<file path="src/rtl/home_auto_pkg.sv">
// Shared types and default parameter constants for the home automation controller.
// Holds the lock-state and climate-state encodings used by home_automation_ctrl
// and climate_fsm. No ports.
package home_auto_pkg;

  // Lock FSM encoding
  typedef logic [1:0] lock_state_t;
  localparam lock_state_t StLocked   = 2'd0;
  localparam lock_state_t StUnlocked = 2'd1;
  localparam lock_state_t StLockout  = 2'd2;

  // Climate FSM encoding
  typedef logic [1:0] climate_state_t;
  localparam climate_state_t StIdle = 2'd0;
  localparam climate_state_t StFan  = 2'd1;
  localparam climate_state_t StCool = 2'd2;

  // Default configuration
  localparam int unsigned DefZones      = 4;
  localparam int unsigned DefTempW      = 4;
  localparam logic [3:0]  DefPass       = 4'b0010;
  localparam int unsigned DefMaxTries   = 3;
  localparam int unsigned DefLockoutCyc = 16;
  localparam int unsigned DefFanTh      = 6;
  localparam int unsigned DefAcTh       = 10;
  localparam int unsigned DefHyst       = 1;
  localparam int unsigned DefRelockCyc  = 64;

endpackage

</file>
<file path="src/rtl/climate_fsm.sv">
// Climate controller: IDLE / FAN / COOL with hysteresis on the falling thresholds.
// Ports:
//   i_clk, i_rst_n   clock, asynchronous active-low reset
//   i_temp           unsigned temperature sample
//   o_fan            1 in FAN and COOL
//   o_ac             1 in COOL only
//   o_wind           1 in FAN only
// All outputs are registered.
module climate_fsm
  import home_auto_pkg::*;
#(
  parameter int unsigned TEMP_W = DefTempW,
  parameter int unsigned FAN_TH = DefFanTh,
  parameter int unsigned AC_TH  = DefAcTh,
  parameter int unsigned HYST   = DefHyst
) (
  input  logic              i_clk,
  input  logic              i_rst_n,
  input  logic [TEMP_W-1:0] i_temp,
  output logic              o_fan,
  output logic              o_ac,
  output logic              o_wind
);

  // Falling thresholds saturate at zero instead of wrapping.
  localparam int unsigned FanLo = (FAN_TH > HYST) ? FAN_TH - HYST : 32'd0;
  localparam int unsigned AcLo  = (AC_TH > HYST) ? AC_TH - HYST : 32'd0;

  climate_state_t r_state;
  climate_state_t w_state_nxt;
  logic           r_fan;
  logic           r_ac;
  logic           r_wind;
  logic [31:0]    w_temp;

  assign w_temp = 32'(i_temp);

  always_comb begin
    w_state_nxt = r_state;
    case (r_state)
      StIdle: begin
        if (w_temp >= AC_TH)       w_state_nxt = StCool;
        else if (w_temp >= FAN_TH) w_state_nxt = StFan;
      end
      StFan: begin
        if (w_temp >= AC_TH)      w_state_nxt = StCool;
        else if (w_temp < FanLo)  w_state_nxt = StIdle;
      end
      StCool: begin
        if (w_temp < AcLo) w_state_nxt = StFan;
      end
      default: w_state_nxt = StIdle;
    endcase
  end

  // Outputs are decoded from the next state so they change together with r_state.
  always_ff @(posedge i_clk or negedge i_rst_n) begin
    if (!i_rst_n) begin
      r_state <= StIdle;
      r_fan   <= 1'b0;
      r_ac    <= 1'b0;
      r_wind  <= 1'b0;
    end else begin
      r_state <= w_state_nxt;
      r_fan   <= (w_state_nxt == StFan) || (w_state_nxt == StCool);
      r_ac    <= (w_state_nxt == StCool);
      r_wind  <= (w_state_nxt == StFan);
    end
  end

  assign o_fan  = r_fan;
  assign o_ac   = r_ac;
  assign o_wind = r_wind;

endmodule

</file>
<file path="src/rtl/home_automation_ctrl.sv">
// Home automation controller: code lock with lockout, per-zone lights gated by the
// unlocked state, and a climate FSM (climate_fsm) running independently.
// Ports:
//   clk, rst_n   clock, asynchronous active-low reset
//   pa_valid, pa one-cycle strobe and 4-bit entered code
//   light_req    per-zone light request
//   temp         unsigned temperature sample
//   lock_out     1 = door unlocked
//   alarm        1 = lockout in progress
//   light_out    registered per-zone light drive
//   fan, ac, wind climate actuators
// Build option: define AUTO_RELOCK_EN to relock after RELOCK_CYC idle cycles.
module home_automation_ctrl
  import home_auto_pkg::*;
#(
  parameter int unsigned ZONES       = DefZones,
  parameter int unsigned TEMP_W      = DefTempW,
  parameter logic [3:0]  PASS        = DefPass,
  parameter int unsigned MAX_TRIES   = DefMaxTries,
  parameter int unsigned LOCKOUT_CYC = DefLockoutCyc,
  parameter int unsigned FAN_TH      = DefFanTh,
  parameter int unsigned AC_TH       = DefAcTh,
  parameter int unsigned HYST        = DefHyst,
  parameter int unsigned RELOCK_CYC  = DefRelockCyc
) (
  input  logic              clk,
  input  logic              rst_n,
  input  logic              pa_valid,
  input  logic [3:0]        pa,
  input  logic [ZONES-1:0]  light_req,
  input  logic [TEMP_W-1:0] temp,
  output logic              lock_out,
  output logic              alarm,
  output logic [ZONES-1:0]  light_out,
  output logic              fan,
  output logic              ac,
  output logic              wind
);

  localparam int unsigned FailW = $clog2(MAX_TRIES + 1);
  localparam int unsigned LoW   = $clog2(LOCKOUT_CYC + 1);

  // Elaboration-time parameter sanity
  if (ZONES < 1 || ZONES > 16) begin : g_bad_zones
    $error("ZONES must be 1..16");
  end
  if (FAN_TH >= AC_TH) begin : g_bad_th
    $error("FAN_TH must be below AC_TH");
  end
  if (MAX_TRIES < 1 || LOCKOUT_CYC < 1 || RELOCK_CYC < 1) begin : g_bad_cnt
    $error("MAX_TRIES, LOCKOUT_CYC and RELOCK_CYC must be non-zero");
  end

  lock_state_t      r_state;
  lock_state_t      w_state_nxt;
  logic [FailW-1:0] r_fail_cnt;
  logic [FailW-1:0] w_fail_nxt;
  logic [LoW-1:0]   r_lo_cnt;
  logic [LoW-1:0]   w_lo_nxt;
  logic             r_lock_out;
  logic             r_alarm;
  logic [ZONES-1:0] r_light_out;
  logic             w_pass_ok;
  logic             w_relock_expire;

  assign w_pass_ok = pa_valid && (pa == PASS);

`ifdef AUTO_RELOCK_EN
  localparam int unsigned RlW = $clog2(RELOCK_CYC + 1);

  logic [RlW-1:0]   r_relock_cnt;
  logic [RlW-1:0]   w_relock_nxt;
  logic [ZONES-1:0] r_req_prev;
  logic             w_activity;

  // Any strobe (right or wrong code) or light_req edge counts as user activity.
  assign w_activity      = pa_valid || (light_req != r_req_prev);
  assign w_relock_expire = !w_activity && (r_relock_cnt == RlW'(RELOCK_CYC - 1));
  assign w_relock_nxt    = ((r_state == StUnlocked) && !w_activity && !w_relock_expire) ?
                           r_relock_cnt + 1'b1 : '0;

  always_ff @(posedge clk or negedge rst_n) begin
    if (!rst_n) begin
      r_relock_cnt <= '0;
      r_req_prev   <= '0;
    end else begin
      r_relock_cnt <= w_relock_nxt;
      r_req_prev   <= light_req;
    end
  end
`else
  assign w_relock_expire = 1'b0;
`endif

  always_comb begin
    w_state_nxt = r_state;
    w_fail_nxt  = r_fail_cnt;
    w_lo_nxt    = '0;
    case (r_state)
      StLocked: begin
        if (pa_valid) begin
          if (pa == PASS) begin
            w_state_nxt = StUnlocked;
            w_fail_nxt  = '0;
          end else if (r_fail_cnt == FailW'(MAX_TRIES - 1)) begin
            w_state_nxt = StLockout;
            w_fail_nxt  = '0;
          end else begin
            w_fail_nxt = r_fail_cnt + 1'b1;
          end
        end
      end
      StUnlocked: begin
        // Wrong codes are ignored; a correct code beats a simultaneous timeout.
        if (w_pass_ok || w_relock_expire) w_state_nxt = StLocked;
      end
      StLockout: begin
        w_fail_nxt = '0;
        if (r_lo_cnt == LoW'(LOCKOUT_CYC - 1)) begin
          w_state_nxt = StLocked;
        end else begin
          w_lo_nxt = r_lo_cnt + 1'b1;
        end
      end
      default: begin
        w_state_nxt = StLocked;
        w_fail_nxt  = '0;
      end
    endcase
  end

  always_ff @(posedge clk or negedge rst_n) begin
    if (!rst_n) begin
      r_state     <= StLocked;
      r_fail_cnt  <= '0;
      r_lo_cnt    <= '0;
      r_lock_out  <= 1'b0;
      r_alarm     <= 1'b0;
      r_light_out <= '0;
    end else begin
      r_state     <= w_state_nxt;
      r_fail_cnt  <= w_fail_nxt;
      r_lo_cnt    <= w_lo_nxt;
      r_lock_out  <= (w_state_nxt == StUnlocked);
      r_alarm     <= (w_state_nxt == StLockout);
      r_light_out <= (w_state_nxt == StUnlocked) ? light_req : '0;
    end
  end

  assign lock_out  = r_lock_out;
  assign alarm     = r_alarm;
  assign light_out = r_light_out;

  climate_fsm #(
    .TEMP_W (TEMP_W),
    .FAN_TH (FAN_TH),
    .AC_TH  (AC_TH),
    .HYST   (HYST)
  ) u_climate (
    .i_clk   (clk),
    .i_rst_n (rst_n),
    .i_temp  (temp),
    .o_fan   (fan),
    .o_ac    (ac),
    .o_wind  (wind)
  );

endmodule

</file>
<file path="config.mk">
export PLATFORM = sky130hd
export DESIGN_NAME = home_automation_ctrl
export DESIGN_NICKNAME = d
export VERILOG_FILES = /design/src/rtl/home_auto_pkg.sv /design/src/rtl/climate_fsm.sv /design/src/rtl/home_automation_ctrl.sv
export SDC_FILE = /design/constraint.sdc
export NUM_CORES = 1
export LEC_CHECK = 0
export BUFFER_PORTS_ARGS = -buffer_cell sky130_fd_sc_hd__buf_2
export CAP_MARGIN = 40
export CORE_MARGIN = 5
export CORE_UTILIZATION = 53
export CTS_CLUSTER_DIAMETER = 200
export DETAILED_ROUTE_END_ITERATION = 12
export GPL_ROUTABILITY_DRIVEN = 0
export PLACE_DENSITY_LB_ADDON = 0.08
export SYNTH_ARGS = -nofsm -noshare
export SYNTH_HDL_FRONTEND = slang
export SYNTH_HIERARCHICAL = 1
export SYNTH_SLANG_ARGS = --single-unit
</file>
<file path="constraint.sdc">
create_clock -name clk -period 3.6 [get_ports clk]
set_input_delay 0.72 -clock clk [delete_from_list [all_inputs] [get_ports clk]]
set_output_delay 0.72 -clock clk [all_outputs]
set_load 0.01 [all_outputs]
</file>
# Word-level counts from Yosys, hierarchy flattened
# Cells that the tools add are included.
# totals
word_cells	53
input_bits	15
out_inout_bits	9
regBits	20
# classes
mux	19
n_eq_ne	12
magnitude_cmp	4
n_reduce_logical	5
bitwise	1
add_sub_neg	2
# op_table
cell	count
two-way mux 2 bit	13
one-hot mux 2 bit (3 select lines)	2
equality test 2 bit (second input constant)	5
two-way mux 5 bit	2
equality test 2 x 1 -> 1 bit (second input constant)	4
adder 5 x 1 -> 5 bit (second input constant)	1
equality test 5 x 4 -> 1 bit (second input constant)	1
equality test 4 x 2 -> 1 bit (second input constant)	1
>= comparator 4 x 3 -> 1 bit (second input constant)	1
>= comparator 4 bit (second input constant)	1
zero test 2 bit	2
less-than comparator 4 x 3 -> 1 bit (second input constant)	1
less-than comparator 4 bit (second input constant)	1
two-way mux 4 bit	1
one-hot mux 2 bit (2 select lines)	1
adder 2 x 1 -> 2 bit (second input constant)	1
inequality test 2 bit (second input constant)	1
AND reduction 2 bit	1
logical AND 1 bit	1
logical OR 1 bit	1
inverter 1 bit	1

# Logic depth before layout (Yosys ltp)
# Gate-level depths: netlist of the first run.
# logic_depth
depth_word	7
mapped_depth	5
depth_no_buf	5

# By module
# The synthesis of the first run kept the hierarchy.
# by_module_without_submodules
mod	area_per_inst_um2	n_inst	seq_area_each_um2	cells_each
home_automation_ctrl	661.9	1	375.4	58
climate_fsm	221.5	1	125.1	20

# Worst setup path after synthesis of the first run
# No wires, ideal clock.
# synth_path
path_type	input-to-reg
from	input port temp[0]
to	register u_climate.r_fan, in the netlist u_climate/o_fan
required_time_ps	3487
cell_stages	5
setup_time_ps	113
setup_slack_ps	1915
arrival_time_ps	1572
path_buffers	0
path_cell_list	a211oi_1 a2111oi_1 a31oi_1 ha_1 inv_1
# synth_between
elab_chain_len	6
word_cells_on_any_way	13
cone_classes	order compare: 4; eq/ne: 2; mux: 6; reduce/logical: 1
# synth_rtl
element	line	source
from (decl)	home_automation_ctrl.sv:31	input logic [TEMP_W-1:0] temp,
less-than comparator 4 x 3 -> 1 bit / >= comparator 4 x 3 -> 1 bit (equally long branches)	climate_fsm.sv:47, climate_fsm.sv:43	
two-way mux 2 bit (on tied branches)	climate_fsm.sv:47, climate_fsm.sv:43	
two-way mux 2 bit (on tied branches)	climate_fsm.sv:46, climate_fsm.sv:42	
one-hot mux 2 bit (3 select lines) *	climate_fsm.sv:40	case (r_state)
equality test 2 x 1 -> 1 bit / equality test 2 bit (equally long branches)	climate_fsm.sv:65	r_fan <= (w_state_nxt == StFan) || (w_state_nxt == StCool);
logical OR 1 bit *	climate_fsm.sv:65	
to (signal assigned)	climate_fsm.sv:65	
to (decl)	climate_fsm.sv:31	logic r_fan;
# Mark *: on every way between the ends. The rest lies on a longest branch, timed or not.
# A chain may end at the register's enable or synchronous reset.

# Worst setup path after layout of the first run
# Same ends and word-level chain as after synthesis.

==> results.py, run 1 <==
metrics = {
    "floorplan": {
        "initial_core_util_pct": 57.3,
        "dieArea_um2": 2580,
        "num_rows": 14,
        "core_um2": 1540,
        "die_w_um": 50.8,
        "ioPinCount": 24,
        "die_y_um": 50.8,
    },
    "sta": {
        "fmax_mhz": 624,
        "layout_min_cycle_time_ns": 1.60,
        "report.final.slew_viol_count": 0,
        "max_slew_margin_pct": 70.0,
        "hold_ws_ns": 0.347,
        "hold_viol": 0,
        "fin_skew_ns": 0.000942,
        "fin_tns_setup_ns": 0,
        "setup_slack_ns": 2.00,
        "setup_violations": 0,
        "grt_setup_unrepaired": "false",
        "period_share_pct": 44.5,
        "tightest_slew_ns": 0.450,
    },
    "global_routing": {
        "grt_pass1_vias": 588,
        "grt-ovfl-total": 0,
        "grtUsageTotal_pct": 11.9,
        "grt_pass1_wl_um": 2370,
        "grt_max_degree": 21,
        "antenna_found_initial": 0,
    },
    "clocking": {
        "clk_pin_slew_ns": 0.10,
        "clock_sinks": 20,
        "cts_tree": "built",
        "clk_path_buf_depth": 2,
        "hold_buffers": 0,
        "cts_buffers": 3,
        "clock_latency_ns": 0.28,
        "cts_resized": 0,
        "h-tree-depth": 1,
        "postCtsSetupBuffers": 0,
        "root_buffer": "clkbuf_4",
    },
    "setup_path": {
        "crit_required_ns": 3.79,
        "reg2regPathDepth": 5,
        "r2r_slack_ns": 2.08,
        "end_kind": "flip-flop",
        "crit_arrival_ns": 1.80,
        "critical_path_class": "primary input to flip-flop",
        "worstPathMaxFanout": 3,
        "r2r-end": "u_climate/o_fan$_DFF_PN0_",
        "crit_start": "temp[0]",
        "cp-start-kind": "primary input",
        "r2r_start": "u_climate/r_state[1]$_DFF_PN0_",
    },
    "synth": {
        "yosys-top-cells-area": "dfrtp_1 (57%), ha_1 (4.2%), o31ai_1 (3.4%)",
        "ys_seq_area_share_pct": 56.7,
        "synth_top_area_share_pct": 56.7,
        "async_reset_ff_share_pct": 100,
        "syn-num-nets": 96,
        "syn-cell-area_um2": 883,
        "ys_top_cells_by_count": "dfrtp_1 (20), inv_1 (6), nor2_1 (6)",
        "yosysTopAreaCell": "dfrtp_1",
        "synthFlopType": "dfrtp_1",
        "syn_inst": 78,
        "synthDistinctLibCells": 26,
        "synth_edf_count": 0,
        "ys_ff_latch": 20,
        "yosysMostFrequentCell": "dfrtp_1",
        "ys.warnings.count": 6,
        "synth.avg_cell_area_um2": 11.3,
    },
    "job": {
        "drv_cap": 0,
    },
    "layout": {
        "utilization_pct": 67.7,
        "fill_cells": 134,
        "antenna_cells": 0,
        "seqCellArea_um2": 500,
        "drive_gt1_share_pct": 27.9,
        "nets": 123,
        "multi_input_area_um2": 349,
        "syn2layout_area_growth_pct": 18.1,
    },
    "power_and_ir_drop": {
        "p_leak_nw": 0.547,
        "power_density_nw_per_um2": 522,
        "p_total_mw": 0.545,
        "peakVddDrop_uv": 312,
    },
    "hold_path": {
        "worst_hold_path_type": "primary input to async pin",
    },
    "detailed_routing": {
        "drt_pass1_iterations": 4,
        "final_antenna_net_count": 0,
        "vias": 652,
        "first_iter_violations": 9,
        "via_per_inst": 5.43,
        "routed_wl_um": 1460,
        "drc_errors": 0,
        "wire_per_inst_um": 12.1,
    },
    "placement": {
        "hpwl_um": 1140,
        "pre_cts_slack_ns": 1.69,
        "io_buffers": 23,
    },
    "outcome": {
        "outcome": "finished, final reports clean",
    },
}
## how the worst max path moves through the flow
| stage | end | cells past startpoint | slack [ns] |
|---|---|---|---|
| 2_1_floorplan | u_climate/o_fan$_DFF_PN0_ | 5 | 1.92 |
| 3_3_place_gp | u_climate/o_fan$_DFF_PN0_ | 6 | 1.75 |
| 3_5_place_dp | u_climate/o_fan$_DFF_PN0_ | 6 | 1.69 |
| 4_1_cts | u_climate/o_fan$_DFF_PN0_ | 6 | 2.01 |
| 5_1_grt | u_climate/o_fan$_DFF_PN0_ | 6 | 1.93 |
| 6_report | u_climate/o_fan$_DFF_PN0_ | 6 | 2.00 |
## logic make-up after synthesis
kind of cell	count (synthesis)	share of synthesized area, %
XOR/XNOR	2	1.98
AO/OA/AOI/OAI	16	12.9
adder cells (fa/ha/maj)	3	4.25
flip-flops	20	56.7
buffers and inverters	7	3.82
AND/OR/NAND/NOR	30	20.4
## report_power, final
part,internal (mW),total [mW],switching (mW)
Clock,0.0615,0.124,0.0622
Combinational,0.0551,0.126,0.0713
Sequential,0.266,0.294,0.0286
Total,0.383,0.545,0.162
## worst max-delay path: stages
cell	delay, ns
buf_2	0.10
a211oi_1	0.06
a2111oi_1	0.47
a31oi_1	0.11
ha_1	0.30
inv_1	0.03
## final cells by class
class	instances	share of cell area (%)
Multi-Input combinational cell	51	33.5
Inverter	6	2.16
Clock buffer	4	3.48
Sequential cell	20	48.0
Tap cell	16	1.92
Timing Repair Buffer	23	11.0
## flip-flops by register name (all words and copies together), names as in the netlist
register and cells:
lock_out 1, u_climate/o_fan 1, light_out 4, u_climate/o_ac 1, u_climate/r_state 2, r_lo_cnt 5
u_climate/o_wind 1, r_state 2, alarm 1, r_fail_cnt 2
## metrics by stage
| stage | instances | instance area, um2 |
|---|---|---|
| CTS | 120 | 1040 |
| global route | 120 | 1040 |
| finish | 120 | 1040 |
| floorplan | 78 | 883 |
| global placement | 116 | 1010 |
| detailed placement | 116 | 1010 |
## routing by layer
| layer | track usage (%) | part of all wire [%] | vias up |
|---|---|---|---|
| met5 | 0 | 0 | - |
| met4 | 5.53 | 0.69 | 0 |
| met3 | 3.49 | 5.4 | 2 |
| met2 | 16.9 | 49 | 9 |
| met1 | 16.5 | 45 | 306 |
| li1 | - | - | 335 |
## cells in the final DEF (no fill, tap or decap)
cell       instances
xor2_1             2
o21ai_0            1
a31o_1             1
inv_1              6
ha_1               3
or2b_1             1
nor2b_1            1
nand2b_1           3
clkbuf_4           3
o41ai_1            3
a2111oi_1          1
buf_2             23
o31ai_1            4
a21oi_1            1
or4_1              1
nand4_1            4
dfrtp_1           20
nand3_1            4
a31oi_1            1
and3_1             2
nor2_1             6
nand2_1            4
clkbuf_8           1
o21ai_1            3
a211oi_1           1
and2_1             2
nand2b_2           1
nor4b_4            1
(Power assumes the default switching activity.)
==> run 2: changes to the inputs <==
CORE_UTILIZATION = 45   (was 53)
clock period = 1.3 ns   (was 3.6 ns; I/O delays follow)
==> run 2 against run 1 <==
  * Critical endpoint unchanged
  * Utilization fell by 6.2 points
  * Highest routed layer unchanged
  * Flip-flop and latch count unchanged
  * The run now ends with setup timing left
  * Routed wire length increased by 17%
  * Non-clock buffer count is 8 higher
  * Setup slack worse by 2.0 ns
  * Critical path depth is 2 lower
  * Register-to-register slack lost 2.1 ns
  * Count of clock-buffer cells in the layout is 1 lower
  * Final area grew 13%
  * Clock skew increased by 0.0046 ns
  * Combinational power rose to 3.4 times the previous value
  * Worst hold slack worse by 0.14 ns
==> results.py, run 2 (synthesis results as in run 1) <==
metrics = {
    "setup_path": {
        "r2r_slack_ns": -0.02,
        "r2r-end": "u_climate/o_fan$_DFF_PN0_",
        "critPathCapture": "u_climate/o_fan$_DFF_PN0_",
        "path_depth": 4,
        "crit_start": "u_climate/r_state[0]$_DFF_PN0_",
        "worstPathMaxFanout": 3,
        "reg2regPathDepth": 4,
        "crit_arrival_ns": 1.53,
        "cp-start-kind": "flip-flop",
        "critPathTopFamily": "flip-flops",
        "slowest_delay_ns": 0.46,
        "end_kind": "flip-flop",
        "r2r_start": "u_climate/r_state[0]$_DFF_PN0_",
        "worst-path-buf-inv": 1,
        "crit_path_cell_trace": "a2111oi_4 -> a31oi_1 -> ha_1 -> inv_1",
        "crit_required_ns": 1.51,
        "cpMaxStageDelayCell": "dfrtp_2",
        "critical_path_class": "flip-flop to flip-flop",
    },
    "layout": {
        "final_cells": 139,
        "antenna_cells": 0,
        "syn2layout_area_growth_pct": 33.9,
        "layout_commonest_cell": "buf_2",
        "drive_gt1_share_pct": 38.4,
        "top_register": "r_lo_cnt",
        "stdcell_area_um2": 1180,
        "most-common-layout-cells": "buf_2 (23), dfrtp_1 (18), buf_4 (7)",
        "nets": 131,
        "seqCellArea_um2": 503,
        "largest_reg_flops": 5,
        "multi_input_area_um2": 393,
        "utilization_pct": 61.5,
        "fill_cells": 169,
    },
    "detailed_routing": {
        "first_iter_violations": 3,
        "drt_pass1_iterations": 3,
        "final_antenna_net_count": 0,
        "routed_wl_um": 1700,
        "vias": 694,
        "drc_errors": 0,
        "wire_per_inst_um": 12.2,
        "via_per_inst": 4.99,
    },
    "placement": {
        "hpwl_um": 1330,
        "place_area_um2": 1070,
        "io_buffers": 23,
        "post-place-cells": 133,
        "pre_cts_slack_ns": -0.0815,
    },
    "outcome": {
        "violations": "setup timing",
        "outcome": "complete, but fails checks",
    },
    "power_and_ir_drop": {
        "p_total_mw": 1.75,
        "p_leak_nw": 0.594,
        "power_density_nw_per_um2": 1480,
        "peakVddDrop_uv": 925,
    },
    "floorplan": {
        "die_w_um": 54.3,
        "core_um2": 1920,
        "die_y_um": 54.3,
        "dieArea_um2": 2950,
        "num_rows": 16,
        "ioPinCount": 24,
        "initial_core_util_pct": 46.0,
    },
    "sta": {
        "grt_setup_unrepaired": "true",
        "setup_slack_ns": -0.0150,
        "fin_skew_ns": 0.00554,
        "fin_tns_setup_ns": -0.0150,
        "layout_min_cycle_time_ns": 1.32,
        "hold_viol": 0,
        "report.final.slew_viol_count": 0,
        "fmax_mhz": 760,
        "max_slew_margin_pct": 71.0,
        "setup_violations": 1,
        "hold_ws_ns": 0.209,
        "period_share_pct": 101,
        "tightest_slew_ns": 0.436,
    },
    "global_routing": {
        "grt_pass1_wl_um": 2750,
        "grt_max_degree": 21,
        "grtUsageTotal_pct": 13.5,
        "grt_pass1_vias": 677,
        "antenna_found_initial": 0,
        "grt-ovfl-total": 0,
    },
    "clocking": {
        "cts_tree": "built",
        "clk_path_buf_depth": 2,
        "root_buffer": "clkbuf_4",
        "clk_pin_slew_ns": 0.11,
        "cts_buffers": 3,
        "clock_latency_ns": 0.30,
        "h-tree-depth": 1,
        "clock_sinks": 20,
    },
    "hold_path": {
        "worst_hold_path_type": "primary input to flip-flop",
    },
    "job": {
        "drv_cap": 0,
    },
}
[run 2: changes by cell type in the layout (fill, tap and decap cells not counted), sizes merged]
cell         change
buf              +7
clkbuf           -1
dlygate4sd3      +1
bufinv           +1
[run 2: final cells by class]
cell class                 count  area share, %
multi-input combinational     51           33.2
timing repair buffer          31           15.0
inverter                       6           1.90
sequential                    20           42.5
clock inverter                 1           2.54
tap                           27           2.86
clock buffer                   3           1.90
[run 2: worst min-delay path, stage by stage]
cell and delay [ns]:
buf_2 0.11, inv_1 0.04, o31ai_1 0.06
[run 2: routing by layer]
layer  wire [um]  track usage [%]  vias up
met4          10             4.98        0
met5           0                0        -
li1            -                -      350
met1         651             13.5      327
met2         918             25.3       15
met3         122             4.90        2
[run 2: power breakdown]
group / internal [mW] / switching (mW)
Combinational: 0.204 / 0.228
Sequential: 0.737 / 0.0846
Clock: 0.312 / 0.187
Total: 1.25 / 0.499
[run 2: worst min-delay path by stage]
stage / startpoint / slack, ns / to / cells after the start
floorplan: rst_n / -0.04 / alarm$_DFF_PN0_ / 0
global placement: rst_n / 0.23 / r_lo_cnt[2]$_DFF_PN0_ / 1
detailed placement: rst_n / 0.22 / r_lo_cnt[4]$_DFF_PN0_ / 1
CTS: light_req[3] / 0.20 / light_out[3]$_DFF_PN0_ / 3
global route: light_req[1] / 0.20 / light_out[1]$_DFF_PN0_ / 3
finish: light_req[3] / 0.21 / light_out[3]$_DFF_PN0_ / 3
[run 2: timing repair]
action,4_1_cts,5_1_grt
endpoints found under the hold margin,20,0
gates resized for setup,8,2
hold buffers,1,0
setup buffers,0,1
pin swaps,4,2
endpoints found under the setup margin,2,3
